### src/rtl/song_sequencer.sv
// song_sequencer: walks a song stored in a synchronous ROM and hands each note to the note player
module song_sequencer (
    input  logic        clk,
    input  logic        reset,
    input  logic        play,
    input  logic [1:0]  song_sel,
    input  logic        note_done,
    output logic [6:0]  rom_addr,
    input  logic [11:0] rom_data,
    output logic [5:0]  note_to_load,
    output logic [5:0]  duration_to_load,
    output logic        load_new_note,
    output logic        play_enable,
    output logic        song_done
);
    typedef enum logic [2:0] {IDLE, FETCH, WAIT_ROM, LOAD, PLAY, DONE} state_t;
    state_t state, next_state;
    logic [1:0] song;
    logic [4:0] note_idx;
    logic       fresh;
    logic       advance;
    logic       end_mark;
    assign end_mark      = rom_data[5:0] == 6'd0;
    assign advance       = state == PLAY && play && note_done && !fresh;
    assign rom_addr      = {song, note_idx};
    assign load_new_note = state == LOAD;
    assign play_enable   = state == PLAY && play;
    assign song_done     = state == DONE;
    // state register
    always_ff @(posedge clk or negedge reset) begin
        if (!reset) state <= IDLE;
        else        state <= next_state;
    end
    // next-state decode; pauses only bite in PLAY and DONE
    always_comb begin
        next_state = state;
        case (state)
            IDLE:     next_state = play ? FETCH : IDLE;
            FETCH:    next_state = WAIT_ROM;
            WAIT_ROM: next_state = end_mark ? DONE : LOAD;
            LOAD:     next_state = PLAY;
            PLAY:     next_state = advance ? (note_idx == 5'd31 ? DONE : FETCH) : PLAY;
            DONE:     next_state = play ? DONE : IDLE;
            default:  next_state = IDLE;
        endcase
    end
    // song/index bookkeeping, note registers, and the stale-done mask for the first PLAY cycle
    always_ff @(posedge clk or negedge reset) begin
        if (!reset) begin
            song             <= '0;
            note_idx         <= '0;
            note_to_load     <= '0;
            duration_to_load <= '0;
            fresh            <= 1'b0;
        end else begin
            if (state == IDLE && play) begin
                song     <= song_sel;
                note_idx <= '0;
            end
            if (state == DONE && !play) note_idx <= '0;
            if (advance && note_idx != 5'd31) note_idx <= note_idx + 5'd1;
            if (state == WAIT_ROM && !end_mark) begin
                note_to_load     <= rom_data[11:6];
                duration_to_load <= rom_data[5:0];
            end
            fresh <= state == LOAD;
        end
    end
endmodule

### config.mk
export PLATFORM = sky130hd
export DESIGN_NAME = song_sequencer
export DESIGN_NICKNAME = d
export VERILOG_FILES = /design/src/rtl/song_sequencer.sv
export SDC_FILE = /design/constraint.sdc
export NUM_CORES = 1
export LEC_CHECK = 0
export ABC_AREA = 1
export ABC_CLOCK_PERIOD_IN_PS = 3050
export BUFFER_PORTS_ARGS = -buffer_cell sky130_fd_sc_hd__buf_2
export CAP_MARGIN = 20
export CORE_AREA = 2 2 50 52
export CTS_CLUSTER_SIZE = 10
export DETAILED_ROUTE_END_ITERATION = 8
export DIE_AREA = 0 0 52 54
export PLACE_DENSITY = 0.78
export SYNTH_ARGS = -nofsm -noshare
export SYNTH_HDL_FRONTEND = slang
export SYNTH_SLANG_ARGS = --single-unit
### constraint.sdc
create_clock -name clk -period 3.05 [get_ports clk]
set_clock_uncertainty 0.1 [all_clocks]
set_input_delay 0.61 -clock clk [delete_from_list [all_inputs] [get_ports clk]]
set_output_delay 0.61 -clock clk [all_outputs]
set_load 0.01 [all_outputs]
Word-level counts from Yosys, hierarchy flattened --
Index checks and enable logic that the tools add are counted.
Operators by class: add/sub/neg operators 1, eq/ne operators 7, multiplexer cells 9, reduce and logical (&&, ||, !) cells 13
Operators by type and width (count):
- $pmux W3 S6 | 1
- $mux W5 | 3
- $mux W3 | 4
- $logic_and A1 B1 Y1 | 7
- $eq A3 B2 Y1 const B | 2
- $eq A3 B3 Y1 const B | 2
- $logic_not A6 Y1 | 1
- $add A5 B1 Y5 const B | 1
- $eq A5 B5 Y1 const B | 1
- $ne A5 B5 Y1 const B | 1
- $eq A3 B1 Y1 const B | 1
- $logic_not A1 Y1 | 3
- $logic_not A3 Y1 | 1
- $reduce_bool A3 Y1 | 1
- $mux W1 | 1
Word-level totals: flip-flop bits (word level) 23, output and inout port bits 22, word-level logic and storage cells 36

Logic depth before layout (Yosys ltp) --
word-level depth 6, depth in mapped cells 8, mapped depth without buffers 8

Worst setup path after synthesis --
OpenSTA, ideal clock, no wires.
path type input-to-output, start input play, end output play_enable, data arrival time 0.801 ns, data required time 2.340 ns, path slack 1.539 ns, cell stages on the path 2, buffers on the path 0, cells stage by stage nand3_2 > inv_1
On the way: longest elaborated chain between the ends 1
RTL lines:
- from (decl) | RTL line 5 | input logic play,
- $logic_and A1 B1 Y1 | RTL line 27 | assign play_enable = state == PLAY && play;
- to (decl) | RTL line 13 | output logic play_enable,
No other way between the ends.

Final worst setup path --
start register state[0], end output play_enable
On the way: longest elaborated chain between the ends 2
RTL lines:
- from (decl) | RTL line 17 | state_t state, next_state;
- from (signal assigned) | RTL line 32 | else state <= next_state;
- $eq A3 B3 Y1 | RTL line 27
- $logic_and A1 B1 Y1 | RTL line 27
No other way between the ends.

==> qor.yml <==
sta:
  finalCriticalPeriod_ns: 1.970
  setup_slack_ns: 1.080
  timing.setup.tns_ns: 0
  tightest_slew_ns: 0.7345
  setup_violations: 0
  rsz0062_at_grt: "false"
  whs_ns: 0.1435
  finalCritPeriodShare: 0.6458
  max_slew_margin: 0.5077
  hold_viol: 0
  slew_viol_final: 0
  max_freq_mhz: 507.7
min_path:
  hold_path_class: "in -> async"
power:
  power_frac_comb: 0.402
  vdd_drop_max_mv: 0.4591
  power.switching_w: 0.0004328
  p_total_w: 0.001069
  swShare: 0.4049
  power.leakage_nw: 0.7850
  clkPwrFrac: 0.131
  p_per_area_nw_per_um2: 810.5
  p_seq_frac: 0.468
  power.internal_w: 0.0006361
detailed_routing:
  wl_um: 2185
  viasPerCell: 4.878
  vias: 961
  routedWlPerCell_um: 11.09
  ant_nets: 0
  drtIter0Drc: 21
  drc: 0
  drt_pass1_iterations: 4
logic_synthesis:
  yosys_warnings: 0
  synth.ff_latch_count: 23
  synth_top_area_frac: 0.5324
  syn_inst: 127
  synth.distinct_cells: 21
  synth.avg_cell_area_um2: 8.512
  yosysTopAreaCell: "dfrtp_1"
  ys_seq_area_frac: 0.5324
  synthTopCellsByArea: "dfrtp_1 (53%), nand2_1 (14%), nand3_1 (11%), inv_1 (4.2%), nor2_1 (2.4%)"
  syn_nets: 147
  syn-cell-area_um2: 1081
worst_setup_path:
  r2r_start: "state[0]"
  reg2reg_to: "duration_to_load[5]"
  cp_num_buf_inv: 2
  cp.arrival_ns: 1.26
  criticalPathCategory: "reg -> out"
  start_kind: "register"
  crit_fanout: 5
  crit_chain: "nor2_2, nand3_2, inv_1, buf_2"
  ff2ff_setup_slack_ns: 1.19
  end_kind: "output pin"
  path_depth: 4
  crit_path_max_incr_delay_ns: 0.46
  crit_required_ns: 2.34
  slowest_stage: "dfrtp_1"
  cp_top_family: "flip-flops"
  r2r_cells: 4
global_routing:
  grt_pass1_vias: 871
  met3_usage: 0.03333
  top_usage_layer: "met2"
  grt_pass1_wl_um: 3615
  antenna_found_initial: 0
  grt_util_all_layers: 0.1734
  gr-usage-met1: 0.2153
  grt_max_degree: 24
  overflow: 0
  use_met2: 0.3059
clocking:
  cts_tree: "done"
  cts.hold.buffers_added: 0
  cts_buffer_depth: 2
  insertion_delay_ns: 0.31
  clkTransAtPathRegs_ns: 0.12
  cts_root_buf: "clkbuf_4"
  ctsResizeCount: 0
  numCtsBuffers: 3
  clkSinkCount: 23
  post_cts_buffers: 0
  htreeDepth: 1
place:
  port_buffers: 39
  place_ws_ns: 1.021
  dp_hpwl_um: 1720
  gp_congestion: 0.7748
cells_and_area:
  final_util: 0.5685
  n_fill_cell: 223
  final_nets: 188
  antenna_cells: 0
  layout-drive-gt1-share: 0.3174
  area_growth_pct: 21.99
die:
  core_area_um2: 2320
  pin_count: 40
  start_util: 0.4660
  num_rows: 18
  die_area_um2: 2808
  die_x_um: 52
  die_h_um: 54
outcome:
  status: "complete, no violations"
job:
  cap_violations: 0
-- power groups by stage --
stage	sequential, W	clock (W)	combinational (W)
global placement	0.000500	0	0.000420
CTS	0.000499	0.000144	0.000435
detailed placement	0.000502	0	0.000437
finish	0.000500	0.000140	0.000430
floorplan	0.000541	0	0.000245
global route	0.000515	0.000151	0.000493
-- synth_stat cells (all sizes together) --
master / number
ha: 2
buf: 2
dfrtp: 23
clkbuf: 1
xor2: 1
nor2: 11
or2: 1
nand3: 25
nand3b: 1
nand4: 2
inv: 13
nand2: 42
o21ai: 2
nor3: 1
-- worst max-delay path by stage --
stage / from / to / slack, ns
after floorplan: play / play_enable / 1.54
after global placement: rom_data[1] / duration_to_load[5] / 1.19
after detailed placement: rom_data[1] / duration_to_load[4] / 1.02
after CTS: state[0] / play_enable / 1.06
after global routing: state[0] / play_enable / 0.97
final: state[0] / play_enable / 1.08
-- kinds of logic after synthesis --
| kind of cell | after synthesis | share of synthesized area |
|---|---|---|
| compound gates | 2 | 0.009260 |
| buf+inv | 16 | 0.06596 |
| simple gates | 83 | 0.3611 |
| flops | 23 | 0.5324 |
| fa+ha+maj | 2 | 0.02314 |
| xor+xnor | 1 | 0.008103 |
-- cell type report --
type	instances	area (um^2)	share of cell area
clock buffer	3	22.52	0.01708
multi-input combinational	88	434.2	0.3292
tap	30	37.54	0.02846
inverter	13	48.80	0.03700
sequential	23	575.6	0.4364
clock inverter	1	5.005	0.003795
timing repair buffer	39	195.2	0.1480
-- through the flow --
step	cells	area, um^2
after floorplan	127	1081
after global placement	193	1291
after detailed placement	193	1291
after CTS	197	1319
after global routing	197	1319
final	197	1319
-- cell usage in the layout (no fill, tap or decap), drive strengths merged --
| cell type | instances |
|---|---|
| nand2 | 42 |
| ha | 2 |
| nand4 | 2 |
| inv | 13 |
| o21ai | 2 |
| clkinv | 1 |
| or2 | 1 |
| nor2 | 11 |
| xor2 | 1 |
| buf | 39 |
| nand3 | 25 |
| nand3b | 1 |
| clkbuf | 3 |
| dfrtp | 23 |
| nor3 | 1 |
-- state kept, by name (all words and copies together) (netlist names) --
register,count
song,2
note_idx,5
note_to_load,6
duration_to_load,6
state,3
fresh,1
-- metal layers --
layer  vias up  share of wire  routed length (um)
met5         -              0                   0
met4         0         0.0096                  21
met3         2          0.055                 121
met2        30           0.47                1024
met1       446           0.47                1017
li1        483              -                   -
Power figures use the tool's default switching activity.
